[src/rtl/fetch_group_sequencer.sv]
// Latches one fetch group from the instruction buffer and feeds its valid slots,
// in slot order, to up to DEC_WIDTH decoder lanes per cycle until the group drains.
module fetch_group_sequencer #(
  parameter int INSTR_PER_FETCH = 4,
  parameter int DEC_WIDTH       = 2,
  parameter int ILEN            = 32,
  parameter int PLEN            = 32,
  parameter int CNTW            = 32,
  parameter bit ASSERT_EN       = 1'b1
) (
  input  logic                              clk_i,
  input  logic                              rst_i,
  input  logic                              flush_i,
  input  logic                              ibuf_valid_i,
  output logic                              ibuf_ready_o,
  input  logic [INSTR_PER_FETCH-1:0]        ibuf_mask_i,
  input  logic [INSTR_PER_FETCH*ILEN-1:0]   ibuf_instrs_i,
  input  logic [INSTR_PER_FETCH*PLEN-1:0]   ibuf_pcs_i,
  output logic [DEC_WIDTH-1:0]              dec_valid_o,
  output logic [DEC_WIDTH*ILEN-1:0]         dec_instrs_o,
  output logic [DEC_WIDTH*PLEN-1:0]         dec_pcs_o,
  input  logic [$clog2(DEC_WIDTH+1)-1:0]    dec_accept_i,
  output logic                              busy_o,
  output logic [CNTW-1:0]                   stall_cnt_o
);

  localparam int AW = $clog2(DEC_WIDTH + 1);

  logic [INSTR_PER_FETCH-1:0] r_rem;
  logic [ILEN-1:0]            r_instrs [INSTR_PER_FETCH];
  logic [PLEN-1:0]            r_pcs    [INSTR_PER_FETCH];
  logic [CNTW-1:0]            r_stall_cnt;

  logic [INSTR_PER_FETCH-1:0] w_lane_oh [DEC_WIDTH];
  logic [DEC_WIDTH-1:0]       w_dec_valid;
  logic [AW-1:0]              w_nvalid;
  logic [AW-1:0]              w_acc_eff;
  logic [INSTR_PER_FETCH-1:0] w_clear;
  logic [INSTR_PER_FETCH-1:0] w_rem_next;
  logic                       w_load;

  // Each lane peels off the lowest remaining set bit, so lanes follow slot order.
  always_comb begin : lane_select
    logic [INSTR_PER_FETCH-1:0] w_left;
    // NOTE: every comb output gets a default before any conditional path so no latch is inferred.
    w_left = r_rem;
    for (int l = 0; l < DEC_WIDTH; l++) begin
      w_lane_oh[l]   = w_left & (~w_left + INSTR_PER_FETCH'(1));
      w_left         = w_left & ~w_lane_oh[l];
      w_dec_valid[l] = |w_lane_oh[l];
    end
  end

  always_comb begin
    dec_instrs_o = '0;
    dec_pcs_o    = '0;
    for (int l = 0; l < DEC_WIDTH; l++) begin
      for (int s = 0; s < INSTR_PER_FETCH; s++) begin
        if (w_lane_oh[l][s]) begin
          dec_instrs_o[l*ILEN +: ILEN] = r_instrs[s];
          dec_pcs_o[l*PLEN +: PLEN]    = r_pcs[s];
        end
      end
    end
  end

  // Over-accepting lanes is a protocol error; clamp it so the group stays consistent.
  always_comb begin
    w_nvalid = '0;
    for (int l = 0; l < DEC_WIDTH; l++) begin
      w_nvalid = w_nvalid + AW'(w_dec_valid[l]);
    end
    if (flush_i)                     w_acc_eff = '0;
    else if (dec_accept_i > w_nvalid) w_acc_eff = w_nvalid;
    else                             w_acc_eff = dec_accept_i;

    w_clear = '0;
    for (int l = 0; l < DEC_WIDTH; l++) begin
      if (AW'(l) < w_acc_eff) w_clear = w_clear | w_lane_oh[l];
    end
    w_rem_next = r_rem & ~w_clear;
  end

  assign ibuf_ready_o = !rst_i && !flush_i && (w_rem_next == '0);
  assign w_load       = ibuf_valid_i && ibuf_ready_o;
  assign dec_valid_o  = flush_i ? '0 : w_dec_valid;
  assign busy_o       = |r_rem;
  assign stall_cnt_o  = r_stall_cnt;

  always_ff @(posedge clk_i or posedge rst_i) begin
    if (rst_i) begin
      r_rem       <= '0;
      r_stall_cnt <= '0;
      // NOTE: the group store is tiny flop storage, so it is cleared on reset like any register.
      for (int s = 0; s < INSTR_PER_FETCH; s++) begin
        r_instrs[s] <= '0;
        r_pcs[s]    <= '0;
      end
    end else begin
      // NOTE: state updates use non-blocking assignments so every flop samples pre-edge values.
      if (flush_i) begin
        r_rem <= '0;
      end else if (w_load) begin
        r_rem <= ibuf_mask_i;
        for (int s = 0; s < INSTR_PER_FETCH; s++) begin
          r_instrs[s] <= ibuf_instrs_i[s*ILEN +: ILEN];
          r_pcs[s]    <= ibuf_pcs_i[s*PLEN +: PLEN];
        end
      end else begin
        r_rem <= w_rem_next;
      end

      if (!flush_i && (w_dec_valid != '0) && (dec_accept_i == '0)) begin
        r_stall_cnt <= r_stall_cnt + CNTW'(1);
      end
    end
  end

  generate
    if (ASSERT_EN) begin : g_accept_check
      a_accept_within_valid: assert property (
        @(posedge clk_i) disable iff (rst_i || flush_i)
        dec_accept_i <= w_nvalid
      );
    end
  endgenerate

endmodule

[config.mk]
export PLATFORM = sky130hd
export DESIGN_NAME = fetch_group_sequencer
export DESIGN_NICKNAME = d
export VERILOG_FILES = /design/src/rtl/fetch_group_sequencer.sv
export SDC_FILE = /design/constraint.sdc
export NUM_CORES = 1
export LEC_CHECK = 0
export ABC_AREA = 1
export CAP_MARGIN = 20
export CORE_ASPECT_RATIO = 2
export CORE_UTILIZATION = 35
export CTS_CLUSTER_DIAMETER = 50
export DETAILED_ROUTE_END_ITERATION = 10
export PLACE_DENSITY_LB_ADDON = 0.3
export SLEW_MARGIN = 25
export SYNTH_ARGS = -nofsm -noshare
export SYNTH_HDL_FRONTEND = slang
export SYNTH_SLANG_ARGS = --single-unit
[constraint.sdc]
create_clock -name clk_i -period 16.15 [get_ports clk_i]
set_clock_uncertainty 0.15 [all_clocks]
set_input_delay 4.845 -clock clk_i [delete_from_list [all_inputs] [get_ports clk_i]]
set_output_delay 4.845 -clock clk_i [all_outputs]
set_load 0.02 [all_outputs]
Word-level counts from Yosys, hierarchy flattened. Index checks and enable logic that the tools add are counted.

Add/sub/neg operators: 4. Magnitude comparators: 3. Mux-type cells: 23. Bitwise operators: 10. Reduce and logical (&&, ||, !) cells: 14.

Operator list (number): $mux 32 (16); $add 32x1->32 const B (1); $and 4x4->4 (4); $mux 4 (4); $not 4->4 (4); $reduce_or 4->1 (3); $add 4x1->4 const B (2); $mux 2 (3); $logic_and 1x1->1 (5); $logic_not 4->1 (1); $lt 1x2->1 const A (2); $or 4x4->4 (1); $add 1x1->2 (1); $gt 2x2->1 (1); $logic_not 1->1 (2); $logic_not 2->1 (1); $reduce_and 2->1 (1); $reduce_bool 2->1 (1); $not 1->1 (1).

Register bits: 292. Bits of input ports: 266. Word-level logic and storage cells: 64.

Logic depth before layout (Yosys ltp).
Depth in word-level cells: 24. Gate-level depth with buffers: 24. Mapped depth without buffers: 22.

Worst setup path after synthesis. OpenSTA, ideal clock, no wires.

Path kind: input to output. From: input port dec_accept_i[0]. To: output port ibuf_ready_o. Arrival: 6183 ps. Required time: 11155 ps. Slack: 4972 ps. Stages on the path: 13. Cells stage by stage: inv_1 > ha_1 > nand2_1 > nand2_1 > nand2_1 > nand3_1 > nand2_1 > nand2_1 > nand2_1 > nand2_1 > nor2_4 > buf_4 > buf_6.

Cells in the longest elaborated chain, start to end: 11. Elaborated cells on any way between the ends: 12. Classes of those cells: 3 x order compare; 4 x mux; 3 x bitwise; 2 x reduce/logical.

RTL lines: start: declaration (RTL line 22) `input logic [$clog2(DEC_WIDTH+1)-1:0] dec_accept_i,`; $gt 2x2->1 (RTL line 74) `else if (dec_accept_i > w_nvalid) w_acc_eff = w_nvalid;`; $mux 2 * (RTL line 74); $mux 2 * (RTL line 73) `if (flush_i) w_acc_eff = '0;`; $lt 1x2->1 (RTL line 79) `if (AW'(l) < w_acc_eff) w_clear = w_clear | w_lane_oh[l];`; $mux 4 (RTL line 79); $or 4x4->4 (RTL line 79); $mux 4 * (RTL line 79); $not 4->4 * (RTL line 81) `w_rem_next = r_rem & ~w_clear;`; $and 4x4->4 * (RTL line 81); $logic_not 4->1 * (RTL line 84) `assign ibuf_ready_o = !rst_i && !flush_i && (w_rem_next == '0);`; $logic_and 1x1->1 * (RTL line 84); end: declaration (RTL line 15) `output logic ibuf_ready_o,`.

Every way passes the cells marked *; elsewhere a longest branch is shown, timed or not.

Worst setup path after layout.
From: input port dec_accept_i[1]. To: output port ibuf_ready_o.

The elaborated chain is that of the path after synthesis.

==> metrics <==
Core Region=42,700 µm²; WL/cell=20.0 µm; fin area=20,500 µm²; Final Max Tran Viols=0; Slew @ Worst Pin=1.04 ns; # Max-Cap Violations=0; Reg power frac=0.456; crit start category=input pin; arrival time worst endpoint=7.07 ns; gr usage total=0.254; f_max=82.9 MHz; largest net degree at the start of global routing=151; post-CTS setup buffer count=0; Max Fanout on Critical Path=3; clock tree buffer depth=3; H-tree depth=1; Power Dens Cells=109 nW/µm²; Static Leak=9.64 nW; height of the chip=296 µm; clk sinks=292; Synth Cell Area=15,200 µm²; Slew HR=0.304; Gate power share=0.224; PostCTS Resize Cnt=0; Reg-to-Reg Start=r_rem[0]; R2R Setup Slk=9.68 ns; fraction of layout cells with a size suffix above 1=0.0345; Clk pwr share=0.320; final worst slack=4.08 ns; port bufs=429; synth warn=0; CTS root buffer=clkbuf_16; period utilisation layout=0.747; Hold Crit Class=reg2reg; Die X=149 µm; Num CTS Buffers=30; Net Count, Synth=2,222; element type at the critical path end=output port; DP Worst Slack=4.08 ns; CP Class=in2out; Worst-path clk slew=0.06 ns; Int Pwr=0.00152 W; I/O pin count=430; CTS Hold Buffers Added=0; vias per cell=5.25; final hold violations=0; RSZ-0062 raised after global routing=false; Worst Setup SP=dec_accept_i[1]; worst skew pair latency=0.57 ns; final WL=57,300 µm; library cells used by synthesis=28; Area Growth Syn to Fin=35.2%; initial antenna violation count=8; TritonCTS clock tree=yes; crit path capture=ibuf_ready_o; row count=107; syn avg cell area=7.78 µm²; Net Sw Frac=0.321; asr flop ratio synth=1.00; post-synthesis sequential area ratio=0.482; CP required=11.15 ns; Peak VDD IR=0.0862 mV; Synth Instances=1,950; Crit Reg-Reg Endpoint=r_pcs[58]; DP Wirelength=38,800 µm; die area=44,200 µm²; vias in the first global route=15,600; EDFF count, synth=0; # fillers=4,246; ANT nets after route=0; GRT overflow=0; NetSw=0.000720 W; path depth of the worst reg2reg path=23; Seq cells post-synth=292; Top FF cell, synth=dfrtp_1; setup TNS=0 ns; Final #Nets=2,569; DRT iter0 DRCs=907; status=completed; Final Setup Violations=0; drc violations=0; Starting Density=0.355; Area after DPL=19,500 µm²; first-pass GRT wire length=86,600 µm; vias=15,000; RePlAce Congestion=0.885; first drt pass iteration count=5; fin crit period=12.07 ns
==> stage by stage <==
stage	utilization	power, W	cells	hold slack (ns)
2_1_floorplan	-	0.00131	1950	0.292
3_3_place_gp	0.456	0.00152	2809	0.304
5_1_grt	0.480	0.00236	2866	0.333
3_5_place_dp	0.457	0.00154	2810	0.309
6_report	0.480	0.00224	2866	0.322
4_1_cts	0.480	0.00226	2862	0.323
==> flip-flops by register name (all words and copies together) (netlist names) <==
| name | count |
|---|---|
| r_pcs | 128 |
| stall_cnt_o | 32 |
| r_rem | 4 |
| r_instrs | 128 |
==> routing by layer <==
metal	up-vias	share of wire	wire length, µm	track usage
met3	158	0.067	3840	0.0494
met2	619	0.53	30500	0.469
met5	-	0.0010	59	0
met1	7217	0.35	20000	0.267
li1	7036	-	-	-
met4	8	0.050	2880	0.141
==> logic make-up (layout without fill, tap and decap cells) <==
logic type | count (synthesis) | count (layout) | synth area share
AND/OR/NAND/NOR | 1178 | 1178 | 0.320
buffers and inverters | 308 | 675 | 0.0991
flip-flops | 292 | 292 | 0.482
AO/OA/AOI/OAI | 135 | 135 | 0.0765
XOR/XNOR | 31 | 31 | 0.0179
adder cells (fa/ha/maj) | 6 | 6 | 0.00495
other | 0 | 4 | 0
==> final cells by class <==
| class | count | area (µm²) | area share |
|---|---|---|---|
| clock inverter | 12 | 181 | 0.00884 |
| clock buffer | 40 | 798 | 0.0389 |
| multi-input combinational | 1350 | 6410 | 0.312 |
| sequential | 292 | 7310 | 0.356 |
| antenna | 4 | 10.0 | 0.000488 |
| tap | 545 | 682 | 0.0332 |
| inverter | 176 | 668 | 0.0326 |
| timing repair buffer | 447 | 4460 | 0.217 |
==> Yosys cell counts, types with 2 or more instances <==
cell type    n  area (µm²)
nor2_1      30         113
buf_6       43         484
nand2_1    836        3140
a21oi_1      4        20.0
dfrtp_1    292        7310
buf_1        2        7.51
nand3_1    278        1390
nand4_1     11        68.8
nor3_1      14        70.1
inv_2        7        26.3
o2111ai_1   64         561
xnor2_1     13         114
nand2_2      2        12.5
xor2_1      18         158
ha_1         6        75.1
nor4_1       3        18.8
inv_1      169         634
clkbuf_1    74         278
o221ai_1    64         561
buf_2       10        50.1
buf_4        3        22.5
==> power by group through the flow <==
stage,combinational [W],sequential (W),clock [W]
global route,0.000561,0.00104,0.000760
CTS,0.000506,0.00102,0.000736
finish,0.000501,0.00102,0.000718
detailed placement,0.000504,0.00103,0
floorplan,0.000301,0.00101,0
global placement,0.000492,0.00102,0
==> cells in the final DEF, fill, tap and decap left out, types with 4 or more instances in the layout <==
| cell | n |
|---|---|
| a21oi_1 | 4 |
| buf_4 | 14 |
| bufinv_16 | 4 |
| clkbuf_1 | 9 |
| clkbuf_16 | 30 |
| clkdlybuf4s50_1 | 428 |
| clkinv_2 | 5 |
| dfrtp_1 | 291 |
| diode_2 | 4 |
| ha_1 | 6 |
| inv_1 | 168 |
| inv_2 | 7 |
| nand2_1 | 834 |
| nand3_1 | 277 |
| nand4_1 | 11 |
| nor2_1 | 29 |
| nor3_1 | 14 |
| o2111ai_1 | 64 |
| o221ai_1 | 64 |
| xnor2_1 | 13 |
| xor2_1 | 18 |
==> worst max-delay path, stage by stage <==
cell and delay [ns]:
clkdlybuf4s50_1 0.45, ha_1 0.33, nand2_1 0.09, nand2_1 0.07
nand3_1 0.10, nand3_1 0.12, nand2_1 0.10, nand2_1 0.06
nand2_1 0.08, nand2_1 0.09, nor2_4 0.11, clkdlybuf4s50_1 0.63
==> how the worst min path moves through the flow <==
stage                 startpoint            to  cells past startpoint
floorplan             r_pcs[100]    r_pcs[100]                      2
global placement    r_instrs[98]  r_instrs[98]                      2
detailed placement  r_instrs[80]  r_instrs[80]                      2
CTS                    r_pcs[82]     r_pcs[82]                      2
global route           r_pcs[66]     r_pcs[66]                      2
finish                 r_pcs[84]     r_pcs[84]                      2
No activity file was read; power rests on OpenSTA's default activity.
